--- src/rtl/wb_arbiter_pkg.sv ---
// Shared core definitions: arbiter state/owner encodings and memory opcode constants.
// Imported by the Wishbone arbiter and by anything that decodes the owner output.
package wb_arbiter_pkg;

  typedef enum logic [1:0] {
    ST_IDLE    = 2'd0,
    ST_GRANT_I = 2'd1,
    ST_GRANT_D = 2'd2
  } arb_state_e;

  typedef enum logic [1:0] {
    OWNER_NONE  = 2'd0,
    OWNER_INSTR = 2'd1,
    OWNER_DATA  = 2'd2
  } owner_e;

  localparam logic [6:0] OPC_LOAD     = 7'b0000011;
  localparam logic [6:0] OPC_STORE    = 7'b0100011;
  localparam logic [6:0] OPC_MISC_MEM = 7'b0001111;

  function automatic owner_e owner_of(arb_state_e s);
    case (s)
      ST_GRANT_I: return OWNER_INSTR;
      ST_GRANT_D: return OWNER_DATA;
      default:    return OWNER_NONE;
    endcase
  endfunction

  function automatic logic is_mem_opcode(logic [6:0] opc);
    return (opc == OPC_LOAD) || (opc == OPC_STORE) || (opc == OPC_MISC_MEM);
  endfunction

endpackage

--- src/rtl/wishbone.sv ---
// Classic Wishbone bundle; MASTER drives the request side, SLAVE answers with ACK/DAT_R.
interface wishbone #(
  parameter int XLEN = 32
);
  logic              cyc;
  logic              stb;
  logic              we;
  logic              ack;
  logic [XLEN-1:0]   adr;
  logic [XLEN-1:0]   dat_w;
  logic [XLEN-1:0]   dat_r;
  logic [XLEN/8-1:0] sel;

  modport MASTER (output cyc, stb, we, adr, dat_w, sel, input ack, dat_r);
  modport SLAVE  (input cyc, stb, we, adr, dat_w, sel, output ack, dat_r);
endinterface

--- src/rtl/wb_arbiter.sv ---
// Two-port Wishbone arbiter (instruction fetch vs load/store) onto one memory port,
// alternating under contention, with a saturating ACK-timeout that raises a sticky bus_err.
module wb_arbiter
  import wb_arbiter_pkg::*;
#(
  parameter int XLEN    = 32,
  parameter int TIMEOUT = 255
) (
  input  logic       clk,
  input  logic       rst_n,
  wishbone.SLAVE     instr_bus,
  wishbone.SLAVE     data_bus,
  wishbone.MASTER    mem_bus,
  output logic [1:0] owner,
  output logic       bus_err
);

  localparam int CW = (TIMEOUT > 0) ? $clog2(TIMEOUT + 1) : 1;
  localparam int SW = XLEN / 8;
  localparam logic [CW-1:0] CNT_LIMIT = CW'(TIMEOUT);

  arb_state_e      state_q, state_d;
  owner_e          owner_q, owner_d;
  owner_e          last_q, last_d;
  logic            err_q, err_d;
  logic [CW-1:0]   cnt_q, cnt_d, cnt_inc;

  logic            grant_i, grant_d;
  logic            instr_req, data_req;
  logic            own_cyc, other_req;
  logic            stall, timeout_hit;

  logic            cyc_mux, stb_mux, we_mux;
  logic [XLEN-1:0] adr_mux, dat_w_mux;
  logic [SW-1:0]   sel_mux;

  // Request routing: only the current owner reaches the memory port; IDLE drives it quiet.
  always_comb begin
    grant_i   = (state_q == ST_GRANT_I);
    grant_d   = (state_q == ST_GRANT_D);
    cyc_mux   = 1'b0;
    stb_mux   = 1'b0;
    we_mux    = 1'b0;
    adr_mux   = '0;
    dat_w_mux = '0;
    sel_mux   = '0;
    if (grant_i) begin
      cyc_mux   = instr_bus.cyc;
      stb_mux   = instr_bus.stb;
      we_mux    = instr_bus.we;
      adr_mux   = instr_bus.adr;
      dat_w_mux = instr_bus.dat_w;
      sel_mux   = instr_bus.sel;
    end else if (grant_d) begin
      cyc_mux   = data_bus.cyc;
      stb_mux   = data_bus.stb;
      we_mux    = data_bus.we;
      adr_mux   = data_bus.adr;
      dat_w_mux = data_bus.dat_w;
      sel_mux   = data_bus.sel;
    end
  end

  assign mem_bus.cyc   = cyc_mux;
  assign mem_bus.stb   = stb_mux;
  assign mem_bus.we    = we_mux;
  assign mem_bus.adr   = adr_mux;
  assign mem_bus.dat_w = dat_w_mux;
  assign mem_bus.sel   = sel_mux;

  assign instr_bus.ack   = grant_i & mem_bus.ack;
  assign data_bus.ack    = grant_d & mem_bus.ack;
  assign instr_bus.dat_r = mem_bus.dat_r;
  assign data_bus.dat_r  = mem_bus.dat_r;

  // An ACK in the would-be timeout cycle is not a stall, so it always beats the timeout.
  always_comb begin
    instr_req   = instr_bus.cyc & instr_bus.stb;
    data_req    = data_bus.cyc & data_bus.stb;
    own_cyc     = grant_i ? instr_bus.cyc : data_bus.cyc;
    other_req   = grant_i ? data_req : instr_req;
    stall       = (grant_i | grant_d) & stb_mux & ~mem_bus.ack;
    cnt_inc     = (cnt_q == CNT_LIMIT) ? cnt_q : cnt_q + 1'b1;
    timeout_hit = stall & (cnt_inc == CNT_LIMIT);
  end

  always_comb begin
    state_d = state_q;
    last_d  = last_q;
    err_d   = err_q;
    cnt_d   = '0;
    case (state_q)
      ST_IDLE: begin
        if (instr_req && data_req) begin
          state_d = (last_q == OWNER_DATA) ? ST_GRANT_I : ST_GRANT_D;
        end else if (instr_req) begin
          state_d = ST_GRANT_I;
        end else if (data_req) begin
          state_d = ST_GRANT_D;
        end
      end
      ST_GRANT_I, ST_GRANT_D: begin
        if (timeout_hit) begin
          state_d = ST_IDLE;
          err_d   = 1'b1;
        end else if (mem_bus.ack && other_req) begin
          state_d = grant_i ? ST_GRANT_D : ST_GRANT_I;
        end else if (!own_cyc) begin
          state_d = ST_IDLE;
        end
        if (stall && !timeout_hit && (state_d == state_q)) begin
          cnt_d = cnt_inc;
        end
      end
      default: state_d = ST_IDLE;
    endcase
    if (state_d == ST_GRANT_I) begin
      last_d = OWNER_INSTR;
    end else if (state_d == ST_GRANT_D) begin
      last_d = OWNER_DATA;
    end
    owner_d = owner_of(state_d);
  end

  always_ff @(posedge clk or negedge rst_n) begin
    if (!rst_n) begin
      state_q <= ST_IDLE;
      owner_q <= OWNER_NONE;
      last_q  <= OWNER_INSTR;
      err_q   <= 1'b0;
      cnt_q   <= '0;
    end else begin
      state_q <= state_d;
      owner_q <= owner_d;
      last_q  <= last_d;
      err_q   <= err_d;
      cnt_q   <= cnt_d;
    end
  end

  assign owner   = owner_q;
  assign bus_err = err_q;

endmodule

--- src/flat_wrapper.sv ---
// flat-port wrapper written by rule: the top's interface ports become plain ports
module wb_arbiter_flat import wb_arbiter_pkg::*;
#(
  parameter int XLEN    = 32,
  parameter int TIMEOUT = 255
)
  (clk, rst_n, owner, bus_err, instr_bus_cyc, instr_bus_stb, instr_bus_we, instr_bus_adr, instr_bus_dat_w, instr_bus_sel, instr_bus_ack, instr_bus_dat_r, data_bus_cyc, data_bus_stb, data_bus_we, data_bus_adr, data_bus_dat_w, data_bus_sel, data_bus_ack, data_bus_dat_r, mem_bus_cyc, mem_bus_stb, mem_bus_we, mem_bus_adr, mem_bus_dat_w, mem_bus_sel, mem_bus_ack, mem_bus_dat_r);
  wishbone #(.XLEN(XLEN)) instr_bus_i ();
  wishbone #(.XLEN(XLEN)) data_bus_i ();
  wishbone #(.XLEN(XLEN)) mem_bus_i ();
  input  logic clk;
  input  logic rst_n;
  output logic [1:0] owner;
  output logic bus_err;
  input wire logic [$bits(instr_bus_i.cyc)-1:0] instr_bus_cyc;
  input wire logic [$bits(instr_bus_i.stb)-1:0] instr_bus_stb;
  input wire logic [$bits(instr_bus_i.we)-1:0] instr_bus_we;
  input wire logic [$bits(instr_bus_i.adr)-1:0] instr_bus_adr;
  input wire logic [$bits(instr_bus_i.dat_w)-1:0] instr_bus_dat_w;
  input wire logic [$bits(instr_bus_i.sel)-1:0] instr_bus_sel;
  output wire logic [$bits(instr_bus_i.ack)-1:0] instr_bus_ack;
  output wire logic [$bits(instr_bus_i.dat_r)-1:0] instr_bus_dat_r;
  input wire logic [$bits(data_bus_i.cyc)-1:0] data_bus_cyc;
  input wire logic [$bits(data_bus_i.stb)-1:0] data_bus_stb;
  input wire logic [$bits(data_bus_i.we)-1:0] data_bus_we;
  input wire logic [$bits(data_bus_i.adr)-1:0] data_bus_adr;
  input wire logic [$bits(data_bus_i.dat_w)-1:0] data_bus_dat_w;
  input wire logic [$bits(data_bus_i.sel)-1:0] data_bus_sel;
  output wire logic [$bits(data_bus_i.ack)-1:0] data_bus_ack;
  output wire logic [$bits(data_bus_i.dat_r)-1:0] data_bus_dat_r;
  output wire logic [$bits(mem_bus_i.cyc)-1:0] mem_bus_cyc;
  output wire logic [$bits(mem_bus_i.stb)-1:0] mem_bus_stb;
  output wire logic [$bits(mem_bus_i.we)-1:0] mem_bus_we;
  output wire logic [$bits(mem_bus_i.adr)-1:0] mem_bus_adr;
  output wire logic [$bits(mem_bus_i.dat_w)-1:0] mem_bus_dat_w;
  output wire logic [$bits(mem_bus_i.sel)-1:0] mem_bus_sel;
  input wire logic [$bits(mem_bus_i.ack)-1:0] mem_bus_ack;
  input wire logic [$bits(mem_bus_i.dat_r)-1:0] mem_bus_dat_r;
  assign instr_bus_i.cyc = instr_bus_cyc;
  assign instr_bus_i.stb = instr_bus_stb;
  assign instr_bus_i.we = instr_bus_we;
  assign instr_bus_i.adr = instr_bus_adr;
  assign instr_bus_i.dat_w = instr_bus_dat_w;
  assign instr_bus_i.sel = instr_bus_sel;
  assign instr_bus_ack = instr_bus_i.ack;
  assign instr_bus_dat_r = instr_bus_i.dat_r;
  assign data_bus_i.cyc = data_bus_cyc;
  assign data_bus_i.stb = data_bus_stb;
  assign data_bus_i.we = data_bus_we;
  assign data_bus_i.adr = data_bus_adr;
  assign data_bus_i.dat_w = data_bus_dat_w;
  assign data_bus_i.sel = data_bus_sel;
  assign data_bus_ack = data_bus_i.ack;
  assign data_bus_dat_r = data_bus_i.dat_r;
  assign mem_bus_cyc = mem_bus_i.cyc;
  assign mem_bus_stb = mem_bus_i.stb;
  assign mem_bus_we = mem_bus_i.we;
  assign mem_bus_adr = mem_bus_i.adr;
  assign mem_bus_dat_w = mem_bus_i.dat_w;
  assign mem_bus_sel = mem_bus_i.sel;
  assign mem_bus_i.ack = mem_bus_ack;
  assign mem_bus_i.dat_r = mem_bus_dat_r;
  wb_arbiter #(.XLEN(XLEN), .TIMEOUT(TIMEOUT)) u_core (.clk(clk), .rst_n(rst_n), .instr_bus(instr_bus_i), .data_bus(data_bus_i), .mem_bus(mem_bus_i), .owner(owner), .bus_err(bus_err));
endmodule
--- config.mk ---
export PLATFORM = sky130hd
export DESIGN_NAME = wb_arbiter_flat
export DESIGN_NICKNAME = d
export VERILOG_FILES = /design/src/rtl/wb_arbiter_pkg.sv /design/src/rtl/wishbone.sv /design/src/rtl/wb_arbiter.sv /design/src/flat_wrapper.sv
export SDC_FILE = /design/constraint.sdc
export NUM_CORES = 1
export LEC_CHECK = 0
export BUFFER_PORTS_ARGS = -buffer_cell sky130_fd_sc_hd__buf_2
export CAP_MARGIN = 0
export CORE_AREA = 2 2 122 124
export CTS_BUF_LIST = sky130_fd_sc_hd__clkbuf_16
export DETAILED_ROUTE_END_ITERATION = 8
export DIE_AREA = 0 0 124 126
export GPL_TIMING_DRIVEN = 0
export MAX_ROUTING_LAYER = met4
export PLACE_DENSITY = 0.53
export SYNTH_ARGS = -nofsm -noshare
export SYNTH_HDL_FRONTEND = slang
export SYNTH_SLANG_ARGS = --single-unit
export TNS_END_PERCENT = 30
--- constraint.sdc ---
create_clock -name clk -period 2.48 [get_ports clk]
set_input_delay 0.372 -clock clk [delete_from_list [all_inputs] [get_ports clk]]
set_output_delay 0.372 -clock clk [all_outputs]
set_load 0.005 [all_outputs]
==> key figures <==
Status
  – Outcome: complete, no violations

Clocking
  – Clock Path Buffers: 2
  – H-tree depth: 1
  – Clk root buf: clkbuf_16
  – Clk Latency, worst-skew pair: approximately 0.25 ns
  – Number of CTS-inserted buffers: 3
  – Hold buffer count at CTS: 0
  – Clock Sinks: 15
  – CTS tree: done
  – Clock edge transition at the registers on the reported setup and hold paths: ~0.050 ns

Routing
  – Starting DRT DRC Count: between 100 and 150
  – Detailed Route WL: 13.1 mm
  – DRC: 0
  – Post-DRT Antenna Nets: 0
  – DR vias/cell: 4.14
  – Drt wl/cell: about 17 µm
  – Iteration count of the initial detailed-routing pass: 4
  – Via Count: a little over 3k

Placed design
  – HPWL after DPL: 11.6 mm
  – IO buf count: ~280
  – Placed inst area: just under 4000 µm²
  – GPL Wtd Cong: roughly 0.8

Yosys
  – Top_reg_cell synth: dfrtp_1
  – Syn_nets: around 450
  – Yosys top cell by area: a22o_1
  – Top-area cell type share of the netlist area: 28.8%
  – Sequential fraction of the synthesis area: approximately 17%
  – Flops & latches, synth: 15
  – Synth area leaders: a22o_1, buf_4, dfrtp_1
  – Yosys Warn Count: 0
  – Synth Area per Inst: about 8.4 µm²
  – Synth Cell Area: ~2200 µm²
  – Cells after synthesis: between 200 and 300
  – Number of flops mapped to enable cells by yosys: 0
  – Netlist cell types: 43
  – Asr flop ratio synth: 100%

Pwr
  – Share of power burned in registers: a little under an eighth
  – Psw: ~0.0012 W
  – Worst IR Drop VDD: roughly 0.22 mV
  – Switch share: 42.5%
  – LEAKAGE: ~2.4 nW
  – Int Pwr: ~0.0016 W
  – Clock network fraction of design power: a little under an eighth
  – Power density over the cells: roughly 670 nW/µm²
  – Comb pwr share: approximately 77%

Floorplanning
  – I/O Pins: between 300 and 400
  – Initial Util: approximately 15%
  – Std cell rows: 44
  – Die Span Y: 126 µm
  – Die X-Extent: 124 µm
  – Die ar.: 15600 µm²
  – Core area: between 10000 and 15000 µm²

Worst setup path
  – Crit-path most repeated cell: ha_4
  – Delay of the slowest critical-path stage: 0.39 ns
  – WP data arrival: 2.65 ns
  – CP required: approximately 2.7 ns
  – Worst Setup Start Kind: flip-flop
  – Reg-to-reg startpoint: u_core.cnt_q[0]
  – Max FO, Critical Path: 5
  – CP cell instances: ha_4 -> nand4_4 -> or3_4 -> a211oi_4 -> a311oi_4 -> a22o_1 -> ha_4 -> mux2_2
  – Critical path class: reg2reg
  – Critical path's slowest cell: dfrtp_2
  – CP Launch Point: u_core.cnt_q[0]
  – CP Capture Type: flip-flop

GRT
  – Initial antenna violation count: 13
  – Vias in the first global route: ~2.9k
  – Overflow left after global routing: 0
  – First-pass GRT wire length: around 18 mm
  – GRT Total Usage: around 16%
  – Largest net degree at the start of global routing: 16

Timing
  – RSZ-0062 raised after global routing: true
  – Final setup vio count: 0
  – Period utilization: roughly 100%
  – Setup_tns: 0 ns
  – Period minus WS final: 2.48 ns
  – Clk_skew: around 0.0043 ns
  – Worst-margin pin slew: between 0.5 and 0.6 ns
  – Fmax: about 0.40 GHz
  – Worst slew margin: 66.2%
  – Slew Viols, Final: 0
  – Hold Vio Cnt, Final: 0

Min path
  – Hold crit path type: in2async

Cells and area
  – Fill cell count: roughly 1.6k
  – Multi-input gate area: ~1300 µm²
  – Synth-to-Final Area Change: 89.3%
  – Post-layout nets: around 750
  – Fin area: 4140 µm²
  – Register Area: between 300 and 400 µm²
  – Commonest non-fill, non-tap cell in the layout: buf_2
  – Share of layout cells above drive strength 1: between 70% and 80%
  – Most frequent cells in the layout: buf_2, buf_4, a22o_1

Job
  – Max-cap violation count: 0
-- area by class of cell --
type	count	share of cell area [%]
repair buffers	294	36.1
multi-input cells	161	32.1
plain buffers	80	13.9
flip-flops and latches	15	9.21
well taps	184	5.56
clock buffers	3	1.81
diodes	11	0.664
inverters	5	0.453
clock inverters	1	0.181
-- worst max-delay path, delay by kind of cell, from the launching register on --
kind	cells	cell delay (ns)
adder cells (fa/ha/maj)	2	0.45
multiplexers	1	0.32
AO/OA/AOI/OAI	3	0.77
flip-flops	1	0.39
AND/OR/NAND/NOR	2	0.47
-- power groups by stage --
stage / clock, W / combinational [W] / sequential, W
final: 0.000320 / 0.00213 / 0.000324
after global routing: 0.000337 / 0.00234 / 0.000329
after CTS: 0.000330 / 0.00209 / 0.000321
after detailed placement: 0 / 0.00200 / 0.000330
after global placement: 0 / 0.00200 / 0.000331
after floorplan: 0 / 0.00106 / 0.000320
-- per-layer routing --
metal  track usage [%]  vias to the layer above  wire length [µm]
met5                 -                        -                 0
met2              25.6                      166              6250
met4              2.38                        0               127
met1              18.3                     1410              5160
met3              7.88                        8              1600
li1                  -                     1535                 -
-- path summary, 6_finish.rpt --
kind                                     to  slack [ns]  depth (start not counted)
min                         u_core.cnt_q[7]        0.03                          1
max reg2reg                u_core.last_q[0]       0.002                          8
max                        u_core.last_q[0]       0.002                          8
min in group clk             u_core.bus_err        0.47                          1
max in group asynchronous  u_core.last_q[0]        2.15                          1
min reg2reg                  u_core.bus_err        0.47                          1
-- flip-flops by register name (all words and copies together) (netlist names) --
signal          cells
u_core.cnt_q        8
u_core.last_q       2
u_core.owner        2
u_core.state_q      2
u_core.bus_err      1
-- stage by stage --
stage	power [W]	worst slack [ns]	instances	hold WS, ns	util [%]
6_report	0.00278	0.00246	754	0.0263	28.9
3_3_place_gp	0.00233	-0.407	729	0.300	26.9
4_1_cts	0.00275	-0.0471	737	0.0348	28.2
3_5_place_dp	0.00233	-0.408	729	0.302	26.9
5_1_grt	0.00301	-0.0733	754	0.0444	28.9
2_1_floorplan	0.00138	0.0243	261	0.0764	-
-- synth_stat cells, types with 2 or more instances --
library cell,count
or3_1,2
ha_1,8
a21oi_1,3
nor2_1,9
nand2_1,9
a31oi_1,2
nor3_1,5
mux2i_1,3
buf_2,2
a22o_1,72
a22oi_1,2
clkbuf_1,13
o21ai_0,9
inv_1,5
a21o_1,2
nand3_1,4
dfrtp_1,14
and2_1,5
nor2b_1,5
buf_4,64
-- timing repair --
action	in CTS	in global routing
resized for setup	22	9
buffers inserted	4	6
pin swaps	4	4
endpoints found under the setup margin	71	39
cloned	0	0
-- cells by family after synthesis --
group | count (synthesis) | share of synthesized area (%)
simple gates | 50 | 13.0
xor+xnor | 2 | 0.801
compound gates | 97 | 36.8
mux | 4 | 1.89
buf+inv | 85 | 25.7
flops | 15 | 17.2
fa+ha+maj | 8 | 4.57
(Power assumes the default switching activity.)
